## src/rtl/alu_byte_sequencer_if.sv

```systemverilog
// Byte-wide bus between the multi-precision sequencer and the two-slice 74181 ALU.
// The master drives operands, function select and carry; the slave returns F, Cn+8 and A=B.
interface alu_byte_sequencer_if;
  logic [7:0] alu_a;
  logic [7:0] alu_b;
  logic [3:0] alu_s;
  logic       alu_m;
  logic       alu_cn;
  logic [7:0] alu_f;
  logic       alu_cn8;
  logic       alu_eq;

  modport master (
    output alu_a, alu_b, alu_s, alu_m, alu_cn,
    input  alu_f, alu_cn8, alu_eq
  );

  modport slave (
    input  alu_a, alu_b, alu_s, alu_m, alu_cn,
    output alu_f, alu_cn8, alu_eq
  );
endinterface

```

## src/rtl/alu_byte_sequencer.sv

```systemverilog
// Multi-precision controller: drives one byte pair per clock into an 8-bit 74181 ALU and chains the carry.
// Optional macro ALU_SEQ_EQUAL_EN builds the accumulated A=B flag; otherwise all_equal is tied low.
module alu_byte_sequencer #(
  parameter int NUM_BYTES = 4,
  parameter int LEN_W     = $clog2(NUM_BYTES)
) (
  input  logic                   clk,
  input  logic                   rst_n,
  input  logic                   ena,
  input  logic                   start,
  input  logic [3:0]             op_s,
  input  logic                   op_m,
  input  logic                   op_cin,
  input  logic [LEN_W-1:0]       len,
  input  logic [8*NUM_BYTES-1:0] opa,
  input  logic [8*NUM_BYTES-1:0] opb,
  alu_byte_sequencer_if.master   alu,
  output logic                   busy,
  output logic                   done,
  output logic [8*NUM_BYTES-1:0] result,
  output logic                   cout,
  output logic                   all_equal
);

  localparam logic [1:0] ST_IDLE = 2'd0;
  localparam logic [1:0] ST_RUN  = 2'd1;
  localparam logic [1:0] ST_DONE = 2'd2;

  logic [1:0]             state_q, state_d;
  logic [LEN_W-1:0]       idx_q, idx_d;
  logic                   cq_q, cq_d;
  logic [3:0]             s_q, s_d;
  logic                   m_q, m_d;
  logic [8*NUM_BYTES-1:0] result_q, result_d;
  logic [8*NUM_BYTES-1:0] opa_q, opb_q;
  logic [LEN_W-1:0]       len_q;
  logic                   load;
  logic                   is_last;
  logic [LEN_W+2:0]       bit_ofs;

  assign is_last = (idx_q == len_q);
  assign bit_ofs = {idx_q, 3'b000};

  always_comb begin
    state_d  = state_q;
    idx_d    = idx_q;
    cq_d     = cq_q;
    s_d      = s_q;
    m_d      = m_q;
    result_d = result_q;
    load     = 1'b0;
    if (ena) begin
      case (state_q)
        ST_IDLE: begin
          if (start) begin
            load     = 1'b1;
            s_d      = op_s;
            m_d      = op_m;
            cq_d     = op_cin;
            idx_d    = '0;
            result_d = '0;
            state_d  = ST_RUN;
          end
        end
        ST_RUN: begin
          result_d[bit_ofs +: 8] = alu.alu_f;
          cq_d                   = alu.alu_cn8;
          // Hold idx on the last byte so len = NUM_BYTES-1 never wraps the index.
          idx_d   = is_last ? idx_q : idx_q + 1'b1;
          state_d = is_last ? ST_DONE : ST_RUN;
        end
        ST_DONE: state_d = ST_IDLE;
        default: state_d = ST_IDLE;
      endcase
    end
  end

  always_ff @(posedge clk or negedge rst_n) begin
    if (!rst_n) begin
      state_q  <= ST_IDLE;
      idx_q    <= '0;
      cq_q     <= 1'b1;
      s_q      <= 4'h0;
      m_q      <= 1'b0;
      result_q <= '0;
    end else begin
      state_q  <= state_d;
      idx_q    <= idx_d;
      cq_q     <= cq_d;
      s_q      <= s_d;
      m_q      <= m_d;
      result_q <= result_d;
    end
  end

  // Operand latches are only observed while in RUN, so they carry no reset.
  always_ff @(posedge clk) begin
    if (load) begin
      opa_q <= opa;
      opb_q <= opb;
      len_q <= len;
    end
  end

`ifdef ALU_SEQ_EQUAL_EN
  logic all_eq_q, all_eq_d;

  always_comb begin
    all_eq_d = all_eq_q;
    if (ena) begin
      if (state_q == ST_IDLE && start) all_eq_d = 1'b1;
      else if (state_q == ST_RUN)      all_eq_d = all_eq_q & alu.alu_eq;
    end
  end

  always_ff @(posedge clk or negedge rst_n) begin
    if (!rst_n) all_eq_q <= 1'b0;
    else        all_eq_q <= all_eq_d;
  end

  assign all_equal = all_eq_q;
`else
  logic unused_alu_eq;
  assign unused_alu_eq = alu.alu_eq;
  assign all_equal     = 1'b0;
`endif

  assign alu.alu_a  = (state_q == ST_RUN) ? opa_q[bit_ofs +: 8] : 8'h00;
  assign alu.alu_b  = (state_q == ST_RUN) ? opb_q[bit_ofs +: 8] : 8'h00;
  assign alu.alu_s  = s_q;
  assign alu.alu_m  = m_q;
  assign alu.alu_cn = cq_q;

  assign busy   = (state_q != ST_IDLE);
  assign done   = (state_q == ST_DONE);
  assign result = result_q;
  assign cout   = cq_q;

endmodule

```

## src/flat_wrapper.sv

```systemverilog
// flat-port wrapper written by rule: the top's interface ports become plain ports
module alu_byte_sequencer_flat 
#(
  parameter int NUM_BYTES = 4,
  parameter int LEN_W     = $clog2(NUM_BYTES)
)
  (clk, rst_n, ena, start, op_s, op_m, op_cin, len, opa, opb, busy, done, result, cout, all_equal, alu_alu_a, alu_alu_b, alu_alu_s, alu_alu_m, alu_alu_cn, alu_alu_f, alu_alu_cn8, alu_alu_eq);
  alu_byte_sequencer_if alu_i ();
  input  logic clk;
  input  logic rst_n;
  input  logic ena;
  input  logic start;
  input  logic [3:0] op_s;
  input  logic op_m;
  input  logic op_cin;
  input  logic [LEN_W-1:0] len;
  input  logic [8*NUM_BYTES-1:0] opa;
  input  logic [8*NUM_BYTES-1:0] opb;
  output logic busy;
  output logic done;
  output logic [8*NUM_BYTES-1:0] result;
  output logic cout;
  output logic all_equal;
  output wire logic [$bits(alu_i.alu_a)-1:0] alu_alu_a;
  output wire logic [$bits(alu_i.alu_b)-1:0] alu_alu_b;
  output wire logic [$bits(alu_i.alu_s)-1:0] alu_alu_s;
  output wire logic [$bits(alu_i.alu_m)-1:0] alu_alu_m;
  output wire logic [$bits(alu_i.alu_cn)-1:0] alu_alu_cn;
  input wire logic [$bits(alu_i.alu_f)-1:0] alu_alu_f;
  input wire logic [$bits(alu_i.alu_cn8)-1:0] alu_alu_cn8;
  input wire logic [$bits(alu_i.alu_eq)-1:0] alu_alu_eq;
  assign alu_alu_a = alu_i.alu_a;
  assign alu_alu_b = alu_i.alu_b;
  assign alu_alu_s = alu_i.alu_s;
  assign alu_alu_m = alu_i.alu_m;
  assign alu_alu_cn = alu_i.alu_cn;
  assign alu_i.alu_f = alu_alu_f;
  assign alu_i.alu_cn8 = alu_alu_cn8;
  assign alu_i.alu_eq = alu_alu_eq;
  alu_byte_sequencer #(.NUM_BYTES(NUM_BYTES), .LEN_W(LEN_W)) u_core (.clk(clk), .rst_n(rst_n), .ena(ena), .start(start), .op_s(op_s), .op_m(op_m), .op_cin(op_cin), .len(len), .opa(opa), .opb(opb), .alu(alu_i), .busy(busy), .done(done), .result(result), .cout(cout), .all_equal(all_equal));
endmodule
```

## config.mk

```make
export PLATFORM = sky130hd
export DESIGN_NAME = alu_byte_sequencer_flat
export DESIGN_NICKNAME = d
export VERILOG_FILES = /design/src/rtl/alu_byte_sequencer_if.sv /design/src/rtl/alu_byte_sequencer.sv /design/src/flat_wrapper.sv
export SDC_FILE = /design/constraint.sdc
export NUM_CORES = 1
export LEC_CHECK = 0
export BUFFER_PORTS_ARGS = -buffer_cell sky130_fd_sc_hd__buf_4
export CAP_MARGIN = 20
export CORE_ASPECT_RATIO = 1.5
export CORE_MARGIN = 2
export CORE_UTILIZATION = 50
export DETAILED_ROUTE_END_ITERATION = 8
export PLACE_DENSITY = 0.81
export SLEW_MARGIN = 20
export SYNTH_ARGS = -nofsm -noshare
export SYNTH_HDL_FRONTEND = slang
export SYNTH_SLANG_ARGS = --single-unit
```

## constraint.sdc

```tcl
create_clock -name clk -period 3.3 [get_ports clk]
set_clock_uncertainty 0.05 [all_clocks]
set_input_delay 0.66 -clock clk [delete_from_list [all_inputs] [get_ports clk]]
set_output_delay 0.66 -clock clk [all_outputs]
set_load 0.01 [all_outputs]
```

# Yosys cells after proc, flatten, opt, wreduce, memory -nomap -nowiden
# Index checks and enable logic that the tools add are counted.
[word_totals]
ff_bits = 108
in_bits = 86
output_inout_bits = 58
word_cells = 43
[op_classes]
addsub = 2
eq_ne = 5
shifts = 4
muxes = 16
n_reduce_logical = 7
[op_table]
columns = ["cell", "n"]
rows = [
  ["case mux 32 bit (2 select lines)", 1],
  ["indexed part select 32 x 6 -> 8 bit", 2],
  ["bitwise mux 32 bit", 1],
  ["2-to-1 mux 32 bit", 1],
  ["variable shift 8 x 7 -> 32 bit (first input constant)", 1],
  ["indexed part select 8 x 7 -> 32 bit", 1],
  ["2-to-1 mux 8 bit", 2],
  ["2-to-1 mux 2 bit", 4],
  ["case mux 2 bit (2 select lines)", 2],
  ["negation 5 -> 7 bit", 1],
  ["AND reduction 3 bit", 2],
  ["2-to-1 mux 1 bit", 4],
  ["inequality test 2 bit (second input constant)", 2],
  ["AND reduction 4 bit", 1],
  ["nonzero test 2 bit", 2],
  ["adder 2 x 1 -> 2 bit (second input constant)", 1],
  ["equality test 2 x 1 -> 1 bit (second input constant)", 1],
  ["equality test 2 bit", 1],
  ["equality test 2 bit (second input constant)", 1],
  ["zero test 2 bit", 1],
  ["case mux 1 bit (2 select lines)", 1],
  ["AND reduction 2 bit", 1],
]

# Longest topological paths before layout
[depth]
depth_word = 4
ltp_mapped = 8
mapped_depth_nobuf = 5

# Least setup slack after synthesis
# No wires, ideal clock.
[synth_path]
path_type = "in2reg"
startpoint = "in ena"
endpoint = "reg u_core.m_q (netlist: u_core.alu.alu_m)"
setup_time_ns = 0.125
t_arrival_ns = 2.421
required_ns = 3.125
slack_ns = 0.704
stages = 4
path_buffers = 1
path_cell_list = "nor2b_1 -> and2_1 -> buf_2 -> mux2_2"
[synth_via]
elab_chain_cells = 1
[synth_rtl]
columns = ["item", "line_no", "text"]
rows = [
  ["from (decl)", "flat_wrapper.sv:11", "input logic ena;"],
  ["AND reduction 3 bit (no source line)", "n/a", ""],
  ["to (signal assigned)", "alu_byte_sequencer.sv:91", "m_q <= m_d;"],
  ["to (decl)", "alu_byte_sequencer.sv:33", "logic m_q, m_d;"],
]
# Every way passes these cells.
# A chain may end at the register's enable or synchronous reset.

# Final worst setup path
[layout_path]
startpoint = "reg u_core.idx_q[0]"
endpoint = "out alu_alu_a[3]"
[layout_via]
elab_chain_cells = 2
[layout_rtl]
columns = ["item", "line_no", "text"]
rows = [
  ["from (decl)", "alu_byte_sequencer.sv:30", "logic [LEN_W-1:0] idx_q, idx_d;"],
  ["from (signal assigned)", "alu_byte_sequencer.sv:88", "idx_q <= idx_d;"],
  ["indexed part select 32 x 6 -> 8 bit", "alu_byte_sequencer.sv:128", "assign alu.alu_a = (state_q == ST_RUN) ? opa_q[bit_ofs +: 8] : 8'h00;"],
  ["2-to-1 mux 8 bit", "alu_byte_sequencer.sv:128", ""],
  ["to (decl)", "flat_wrapper.sv:24", "output wire logic [$bits(alu_i.alu_a)-1:0] alu_alu_a;"],
]
# Every way passes these cells.

==> impl_metrics.csv <==
group,metric,value,unit
synthesis,ys_seq_elements,108,
floorplanning,start_util,51.7,%
finish,finalNetCount,478,
timing,tns,0,ps
power,p_total,4.21,mW
power,vdd_drop_max,0.648,mV
timing,tightest_slew,813,ps
floorplanning,boundaryPins,144,
detailed_routing,wl_met2,5000,um
detailed_routing,drcViolationCount,0,
worst_hold_path,hold_path_class,"input pin to asynchronous set/reset pin",
setup_path,path_class,"flip-flop to primary output",
floorplanning,coreArea,8410,um^2
job,maxCapViolCount,0,
synthesis,synth_top_cell_by_area,"edfxtp_1",
finish,seq_area,3030,um^2
clock_network,cts-root-buf,"clkbuf_16",
setup_path,critical_path_required,2590,ps
clock_network,cts_max_path_buffers,2,
timing,drv_slew,0,
clock_network,clk_pin_slew,60,ps
detailed_routing,num_vias,2711,
detailed_routing,wl_met1,3150,um
synthesis,synth_cell_types,36,
timing,post-route-period-util,81.8,%
setup_path,critPathLaunchType,"flip-flop",
finish,syn_to_final_growth,33.6,%
detailed_routing,drt_iter0_drc,131,
floorplanning,die_area,9470,um^2
clock_network,cts_sinks,108,
clock_network,htreeDepth,3,
global_routing,grt_pass1_wl,14400,um
placement,dp.cells,483,
floorplanning,die_w,80.1,um
synthesis,seq_area_frac_synth,69.8,%
detailed_routing,wl_per_cell,17.7,um
setup_path,cp.arrival,1990,ps
global_routing,gr-total-overflow,0,
clock_network,cts_setup_buffers,0,
detailed_routing,top_layer,"met4",
synthesis,synth_top_area_share,45.6,%
finish,multi_input_area,1220,um^2
setup_path,cp_max_fo,21,
finish,insertedDiodeCount,0,
finish,n_fill_cell,580,
global_routing,antenna_found_initial,0,
outcome,outcome,"complete, no violations",
placement,dp_hpwl,6530,um
synthesis,synth-warning-count,0,
detailed_routing,routed_wl,8860,um
global_routing,first_global_vias,2921,
timing,relSlewSlack,45.8,%
synthesis,synth.avg_cell_area,17.8,um^2
floorplanning,die_h,118,um
global_routing,grt_max_degree,59,
synthesis,synthesis.nets,335,
clock_network,cts_made_buffers,9,
timing,min_period,2700,ps
power,powerDensity,726,nW/um^2
synthesis,netlist_instances,244,
synthesis,synth.area.top_cells,"edfxtp_1 (46%), dfrtp_1 (24%), mux4_2 (8.3%)",
timing,hold_viol,0,
finish,final_cells,499,
power,leakage,2.48,nW
clock_network,clkLatencyLatePin,330,ps
finish,layout-drive-gt1-share,49.0,%
placement,place_congestion,0.785,
placement,portBuffers,141,
timing,setup_violations,0,
timing,max_freq,370,MHz
global_routing,grt_usage,20.1,%
detailed_routing,vias_per_cell,5.43,
floorplanning,rows,41,
detailed_routing,first_pass_iters,4,
synthesis,synth_area,4350,um^2
placement,post-place-ws,927,ps
detailed_routing,wl_met3,520,um
clock_network,cts_tree,"done",
clock_network,cts_resized,0,
timing,setup_ws,601,ps
clock_network,holdBufCountCts,0,
detailed_routing,drtAntennaViolNets,0,
setup_path,cp-end-kind,"primary output",
timing,rsz0062_at_grt,"false",
## registers in the layout, summed over array words and instances, names as in the netlist
register / flops
u_core.opa_q: 32
u_core.alu.alu_s: 4
u_core.opb_q: 32
u_core.alu.alu_cn: 1
u_core.len_q: 2
u_core.result: 32
u_core.idx_q: 2
u_core.state_q: 2
u_core.alu.alu_m: 1
## cells in the mapped netlist
cell and n:
edfxtp_1 66, dfrtp_1 41, a22o_1 32, nor2b_1 18
mux4_2 16, mux2_2 7, buf_2 6, nand2b_1 6
clkbuf_1 5, ha_1 5, inv_1 5, mux2i_1 4
nand2_1 4, and2_1 3, nor4_4 3, buf_4 2
nand3b_1 2, a221o_1 1, a32o_1 1, and4b_1 1
buf_6 1, conb_1 1, dfstp_2 1, nor2_1 1
nor3_2 1, nor3b_1 1, o21ai_0 1, o21ai_1 1
o221ai_1 1, o22ai_1 1, o2bb2ai_1 1, o32ai_1 1
or3b_2 1, or3b_4 1, xnor2_1 1, xor2_1 1
## cell usage in the layout, fill, tap and decap left out, drive strengths merged, types with 2 or more instances in the layout
| cell | instances |
|---|---|
| nand3b | 2 |
| nand2b | 6 |
| or3b | 2 |
| nand2 | 4 |
| a22o | 32 |
| o21ai | 2 |
| edfxtp | 66 |
| clkbuf | 10 |
| nor4 | 3 |
| nor2b | 18 |
| and2 | 3 |
| mux2i | 4 |
| clkinv | 3 |
| mux4 | 16 |
| inv | 6 |
| buf | 146 |
| ha | 5 |
| mux2 | 7 |
| dfrtp | 41 |
## per-layer routing
layer / global-route usage, % / up-vias
li1: - / 1231
met2: 35.3 / 114
met4: 7.42 / 0
met3: 4.43 / 13
met1: 23.7 / 1353
met5: 0 / -
## critical path, stage by stage, from the launching register on
cell     delay, ps
dfrtp_1        370
buf_4          380
mux4_2         550
nor2b_1        160
buf_4          190
## where the power goes
group | total, mW | switching (mW) | leakage [nW] | internal, mW
Combinational | 1.44 | 0.702 | 1.16 | 0.736
Clock | 1.04 | 0.454 | 0.143 | 0.588
Sequential | 1.74 | 0.0844 | 1.17 | 1.65
## stage by stage
stage | util [%] | instance area, um^2 | hold slack, ps
floorplan | - | 4350 | 314
detailed placement | 65.6 | 5520 | 440
finish | 69.0 | 5810 | 257
global placement | 65.6 | 5520 | 440
global route | 69.0 | 5810 | 294
CTS | 69.0 | 5810 | 262
## final timing paths
kind                                         from           endpoint  slack [ps]  cells past startpoint
worst max-delay path              u_core.idx_q[0]       alu_alu_a[3]         600                      4
worst min-delay path                        rst_n  u_core.result[29]         260                      1
worst max register to register    u_core.idx_q[1]  u_core.result[28]         950                      6
worst min register to register  u_core.result[10]  u_core.result[10]         460                      1
max in group asynchronous                   rst_n  u_core.alu.alu_cn        2590                      1
min in group clk                           opa[5]    u_core.opa_q[5]         450                      1
## layout make-up
| type | instances | share of cell area, % |
|---|---|---|
| tap | 107 | 2.31 |
| clock buffer | 10 | 3.94 |
| timing repair buffer | 146 | 19.1 |
| multi-input combinational | 117 | 21.0 |
| clock inverter | 6 | 1.08 |
| sequential | 108 | 52.2 |
| inverter | 5 | 0.323 |
## cell families after synthesis
family          count (synthesis)  share of synthesized area [%]
compound gates                 40                           7.88
simple gates                   42                           7.22
other cells                     1                         0.0862
xor+xnor                        2                          0.403
fa+ha+maj                       5                           1.44
flops                         108                           69.8
buf+inv                        19                           2.16
mux                            27                           11.0
(Power assumes the default switching activity.)
